--- src/rtl/ram_sdp.sv ---
// Simple-dual-port synchronous RAM with registered read data and a hardware clear sequencer.
// Optional macro RAM_BYPASS_EN selects write-first same-address behaviour (default read-first).
module ram_sdp #(
  parameter int unsigned DATA_W  = 8,
  parameter int unsigned ADDR_W  = 4,
  parameter int unsigned DEPTH   = 16,
  parameter int unsigned OUT_REG = 0
) (
  input  logic              CLK,
  input  logic              RST_N,
  input  logic              CLEAR,
  input  logic              WR_EN,
  input  logic [ADDR_W-1:0] WR_ADDR,
  input  logic [DATA_W-1:0] WR_DATA,
  input  logic              RD_EN,
  input  logic [ADDR_W-1:0] RD_ADDR,
  output logic [DATA_W-1:0] RD_DATA,
  output logic              RD_VALID,
  output logic              READY,
  output logic              ERR
);

  localparam int unsigned     MEM_AW  = (DEPTH > 1) ? $clog2(DEPTH) : 1;
  localparam logic [ADDR_W:0] DEPTH_L = (ADDR_W+1)'(DEPTH);
  localparam logic [ADDR_W-1:0] LAST  = ADDR_W'(DEPTH - 1);

  typedef enum logic {INIT, RUN} state_e;

  state_e            state_q, state_d;
  logic [ADDR_W-1:0] cnt_q, cnt_d;

  logic [DATA_W-1:0] mem_q [DEPTH];
  logic              mem_we;
  logic [MEM_AW-1:0] mem_idx;
  logic [DATA_W-1:0] mem_val;

  logic              wr_fire, wr_ok, rd_fire, rd_ok, bypass;
  logic [DATA_W-1:0] rd_word;
  logic              vld1_q, err_q;
  logic [DATA_W-1:0] data1_q;

  assign READY   = (state_q == RUN);
  assign wr_fire = READY & WR_EN;
  assign rd_fire = READY & RD_EN;
  assign wr_ok   = ({1'b0, WR_ADDR} < DEPTH_L);
  assign rd_ok   = ({1'b0, RD_ADDR} < DEPTH_L);

  always_comb begin
    state_d = state_q;
    cnt_d   = cnt_q;
    case (state_q)
      INIT: begin
        if (CLEAR) begin
          cnt_d = '0;
        end else if (cnt_q == LAST) begin
          state_d = RUN;
          cnt_d   = '0;
        end else begin
          cnt_d = cnt_q + ADDR_W'(1);
        end
      end
      RUN: begin
        if (CLEAR) begin
          state_d = INIT;
          cnt_d   = '0;
        end
      end
      default: begin
        state_d = INIT;
        cnt_d   = '0;
      end
    endcase
  end

  always_ff @(posedge CLK or negedge RST_N) begin
    if (!RST_N) begin
      state_q <= INIT;
      cnt_q   <= '0;
    end else begin
      state_q <= state_d;
      cnt_q   <= cnt_d;
    end
  end

  // Single physical write port: the clear sequencer owns it during INIT.
  always_comb begin
    mem_we  = 1'b0;
    mem_idx = WR_ADDR[MEM_AW-1:0];
    mem_val = WR_DATA;
    if (state_q == INIT) begin
      mem_we  = 1'b1;
      mem_idx = cnt_q[MEM_AW-1:0];
      mem_val = '0;
    end else if (wr_fire && wr_ok) begin
      mem_we = 1'b1;
    end
  end

  always_ff @(posedge CLK) begin
    if (mem_we) begin
      mem_q[mem_idx] <= mem_val;
    end
  end

`ifdef RAM_BYPASS_EN
  assign bypass = wr_fire && wr_ok && (WR_ADDR == RD_ADDR);
`else
  assign bypass = 1'b0;
`endif

  always_comb begin
    rd_word = '0;
    if (rd_ok) begin
      rd_word = bypass ? WR_DATA : mem_q[RD_ADDR[MEM_AW-1:0]];
    end
  end

  always_ff @(posedge CLK or negedge RST_N) begin
    if (!RST_N) begin
      vld1_q  <= 1'b0;
      data1_q <= '0;
      err_q   <= 1'b0;
    end else begin
      vld1_q <= rd_fire;
      err_q  <= (wr_fire & ~wr_ok) | (rd_fire & ~rd_ok);
      if (rd_fire) begin
        data1_q <= rd_word;
      end
    end
  end

  assign ERR = err_q;

  generate
    if (OUT_REG != 0) begin : g_oreg
      logic              vld2_q;
      logic [DATA_W-1:0] data2_q;
      always_ff @(posedge CLK or negedge RST_N) begin
        if (!RST_N) begin
          vld2_q  <= 1'b0;
          data2_q <= '0;
        end else begin
          vld2_q <= vld1_q;
          if (vld1_q) begin
            data2_q <= data1_q;
          end
        end
      end
      assign RD_VALID = vld2_q;
      assign RD_DATA  = data2_q;
    end else begin : g_noreg
      assign RD_VALID = vld1_q;
      assign RD_DATA  = data1_q;
    end
  endgenerate

endmodule
--- config.mk ---
export PLATFORM = sky130hd
export DESIGN_NAME = ram_sdp
export DESIGN_NICKNAME = d
export VERILOG_FILES = /design/src/rtl/ram_sdp.sv
export SDC_FILE = /design/constraint.sdc
export NUM_CORES = 1
export LEC_CHECK = 0
export ABC_AREA = 0
export CAP_MARGIN = 25
export CORE_MARGIN = 1.5
export CORE_UTILIZATION = 37
export CTS_CLUSTER_DIAMETER = 60
export DETAILED_ROUTE_END_ITERATION = 12
export PLACE_DENSITY_LB_ADDON = 0.3
export SLEW_MARGIN = 20
export SYNTH_ARGS = -nofsm -noshare
export SYNTH_HDL_FRONTEND = slang
export SYNTH_SLANG_ARGS = --single-unit
--- constraint.sdc ---
create_clock -name CLK -period 3.1 [get_ports CLK]
set_clock_uncertainty 0.2 [all_clocks]
set_input_delay 0.775 -clock CLK [delete_from_list [all_inputs] [get_ports CLK]]
set_output_delay 0.775 -clock CLK [all_outputs]
set_load 0.02 [all_outputs]
; ---- Word level (Yosys, flattened, before mapping)
; Memory sizes are Yosys's and may differ from the RTL's. A register that Yosys moved wholly into a read port is not among the register bits.
; Index checks and enable logic that the tools add are counted.
[totals]
ram_bits = 128
mem_count = 1
reg_bits = 6
elab_cells = 25
out_inout_bits = 11
in_bits = 21
[memory_table]
columns = name, words, width, read_ports, rd_ports_with_merged_regs, write_ports, line_no
row1 = mem_q, 16, 8, 1, 1, 1, 32  ; logic [DATA_W-1:0] mem_q [DEPTH];
[op_classes]
addsub = 1
muxes = 14
n_eq_ne = 2
bitwise_logic = 3
n_reduce_logical = 1
[ops]
columns = operator, count
row1 = $mux 4, 4
row2 = $mux 8, 1
row3 = $pmux 4 s2, 1
row4 = $mux 1, 7
row5 = $add 4x1->4 const B, 1
row6 = $eq 4x4->1 const B, 1
row7 = $and 1x1->1, 2
row8 = $ne 2x2->1 const B, 1
row9 = $pmux 1 s2, 1
row10 = $logic_not 1->1, 1
row11 = $not 1->1, 1

; ---- Depth between registers and ports, before layout
[logic_depth]
depth_word = 5
depth_mapped = 6
depth_no_buf = 4

; ---- Least setup slack after synthesis
; No wires, ideal clock.
[synth_path]
kind = in2reg
startpoint = input WR_EN
endpoint = memory mem_q[10][0], enable pin
t_required_ps = 2530
path_buffers = 0
slack_ps = 1049
t_arrival_ps = 1480
setup_time_ps = 370
stages = 3
path_cell_list = nor2b_1 a32oi_1 nor2_1
[synth_between]
elab_chain_cells = 5
[synth_lines]
columns = item, line_no
row1 = "start, declared", 12  ; input logic WR_EN,
row2 = $and 1x1->1, 43  ; assign wr_fire = READY & WR_EN;
row3 = $mux 1, 94  ; end else if (wr_fire && wr_ok) begin
row4 = $mux 1, 90  ; if (state_q == INIT) begin
row5 = $mux 1, 100  ; if (mem_we) begin
row6 = $mux 1 (not written as such), 101  ; mem_q[mem_idx] <= mem_val;
row7 = "end, declared", 32
; No other way between the ends.

; ---- Final worst setup path
[layout_path]
startpoint = register state_q, in the netlist READY
endpoint = output READY
[layout_lines]
columns = item, line_no
row1 = "start, declared", 29  ; state_e state_q, state_d;
row2 = "start signal, assigned", 80  ; state_q <= state_d;
row3 = "end, declared", 19  ; output logic READY,
; No word-level cell between the ends.

==> results.toml <==
[status]
status = "completed"

[clock_tree]
ctsHoldBuffers = 0
htreeDepth = 4
cts_resized = 0
cts_sinks = 142
cts_setup_buffers = 0
numCtsBuffers = 17
cts_root_buffer = "clkbuf_16"
cts_tree = "built"
clockBufferDepth = 2
clk_pin_slew_worst_paths_ns = 0.05
clock_latency_ns = 0.42

[die]
dieHeight_um = 128
rows = 45
num_io_pins = 32
die_width_um = 128
core_um2 = 15200
die-area_um2 = 16300
start_util = 0.379

[critical_path]
crit_family = "buffers and inverters"
cp-start-kind = "register"
cp_max_fo = 19
reg2reg_slack_ns = 0.79
crit_path_end_kind = "output pin"
rr_worst_depth = 3
crit_slowest_cell = "clkdlybuf4s50_1"
crit_buf_inv = 1
rr_endpoint = "mem_q[4][0]"
critical-path-max-stage-delay_ns = 0.71
r2r-start = "READY"
critPathRequiredTime_ns = 2.12
crit_arrival_ns = 1.81
critPathKind = "register to output pin"
worstPathCellList = "clkdlybuf4s50_1"

[logic_synthesis]
syn-num-nets = 398
ys_seq_elements = 142
ys_types = 29
yosysTopAreaCell = "edfxtp_1"
yosysTopAreaCellShare = 0.667
yosys_warnings = 0
synth.area.top_cells = "edfxtp_1 67%, mux2i_1 11%, dfrtp_1 6.1%, a22oi_1 2.3%, nand2_1 2.1%"
syn-cell-area_um2 = 5770
synth.avg_cell_area_um2 = 15.3
ys_seq_area_frac = 0.727
syn_inst = 376

[timing]
fin_tns_setup_ns = 0
fmax_mhz = 359
relSlewSlack = 0.440
finalSetupViolCount = 0
fin_crit_sh = 0.898
hold_viol = 0
rsz0062_at_grt = "false"
worstMarginPinSlew_ns = 0.836
period_needed_ns = 2.78
finalMaxSlewViolations = 0

[grt]
antenna_found_initial = 0
grt_usage = 0.160
grt_pass1_vias = 3278
grt_pass1_wl_mm = 18.7
overflow = 0
grt_max_degree = 24

[routing]
ant_nets = 0
vias_per_cell = 5.25
drtIter0Drc = 214
drc = 0
wirelength_mm = 12.0
vias = 3272
routedWlPerCell_um = 19.2
dr.pass1.iters = 5

[placed_design]
gp_congestion = 0.808
io_buffers = 30
hpwl_mm = 7.96

[finish]
nNetsFinal = 444
ff_latch_area_um2 = 4190
fill_cells = 1370
final_core_util = 0.453
antenna-diode-count = 0
multi_input_area_um2 = 1410
drive_gt1_frac = 0.0989
area_growth_pct = 19.3

[worst_hold_path]
hold_depth = 2
hp-class = "register to register"
hold_path.startpoint = "RD_DATA[4]"
holdPathEnd = "RD_DATA[4]"

[power]
p_per_area_nw_per_um2 = 635
power.internal_mw = 3.47
power_mw = 4.37
p_leak_nw = 2.58
power_frac_clock = 0.451
p_sw_frac = 0.206
switchingPower_uw = 899
ir_drop_uv = 390
pwr-share-comb = 0.059
sequentialPowerShare = 0.491

[flow_run]
max_cap_violations = 0
==> power by group through the flow <==
stage	Combinational [mW]	Sequential, mW	Clock [mW]
detailed placement	0.259	2.18	0
finish	0.257	2.15	1.97
global placement	0.256	2.18	0
floorplan	0.142	2.19	0
global route	0.281	2.15	2.08
CTS	0.260	2.15	2.00
==> cell usage after synthesis, drive strengths merged <==
library cell / number
buf: 17
ha: 1
nand4: 6
nand2b: 1
a21oi: 13
o32a: 1
xnor2: 1
a22oi: 18
mux2i: 65
conb: 1
a311oi: 1
edfxtp: 128
nand3: 20
and2: 9
a41oi: 1
a32oi: 2
o21ai: 1
nor2b: 5
a31oi: 3
clkbuf: 3
dfrtp: 14
nor2: 28
inv: 3
nor3: 2
nand2: 32
==> flip-flops by register name, indices dropped and copies added (netlist names) <==
| register | flops |
|---|---|
| RD_DATA | 8 |
| READY | 1 |
| mem_q | 128 |
| RD_VALID | 1 |
| cnt_q | 4 |
==> metrics by stage <==
stage | cell area (um2) | hold WS [ns] | std cells | setup slack [ns]
after floorplan | 5770 | 0.279 | 376 | 1.05
after global placement | 6300 | 0.263 | 591 | 0.302
after detailed placement | 6300 | 0.274 | 591 | 0.268
after CTS | 6880 | 0.286 | 623 | 0.321
after global routing | 6880 | 0.324 | 623 | 0.238
final | 6880 | 0.285 | 623 | 0.315
==> per-layer routing <==
layer	routed length (um)	vias to the layer above	global-route usage	share of wire
met1	5630	1652	0.213	0.47
met4	260	0	0.0681	0.022
li1	-	1517	-	-
met3	530	21	0.0409	0.044
met5	0	-	0	0
met2	5550	82	0.249	0.46
==> worst reg2reg max path: cells and delay by family (launching register included) <==
kind / cells / cell delay (ns)
flops: 1 / 0.68
simple gates: 2 / 0.88
compound gates: 1 / 0.17
==> layout make-up <==
type                            count  share of cell area
Multi-Input combinational cell    211               0.205
Timing Repair Buffer               47              0.0655
Sequential cell                   142               0.610
Clock buffer                       17              0.0618
Clock inverter                     15              0.0222
Tap cell                          188              0.0342
Inverter                            3             0.00164
==> cells in the final DEF (no fill, tap or decap), drive strengths merged, types with 5 or more instances in the layout <==
cell type / instances
clkinv: 9
dfrtp: 14
clkdlybuf4s50: 29
a21oi: 13
mux2i: 65
and2: 9
buf: 18
clkbuf: 17
nor2: 28
nand2: 32
edfxtp: 128
a22oi: 18
nand3: 20
nand4: 6
nor2b: 5
==> logic make-up after synthesis <==
family	count (synthesis)	synth area share
flops	142	0.727
simple gates	103	0.0809
mux	65	0.113
compound gates	40	0.0466
buf+inv	23	0.0280
fa+ha+maj	1	0.00217
other cells	1	0.000650
xor+xnor	1	0.00152
==> how the worst max path moves through the flow <==
stage | startpoint | to | depth (start not counted)
6_report | READY | READY | 1
3_5_place_dp | WR_EN | mem_q[0][2] | 4
4_1_cts | READY | READY | 1
5_1_grt | READY | READY | 1
3_3_place_gp | WR_ADDR[0] | mem_q[12][4] | 4
2_1_floorplan | WR_EN | mem_q[10][0] | 3
(Power assumes the default switching activity.)
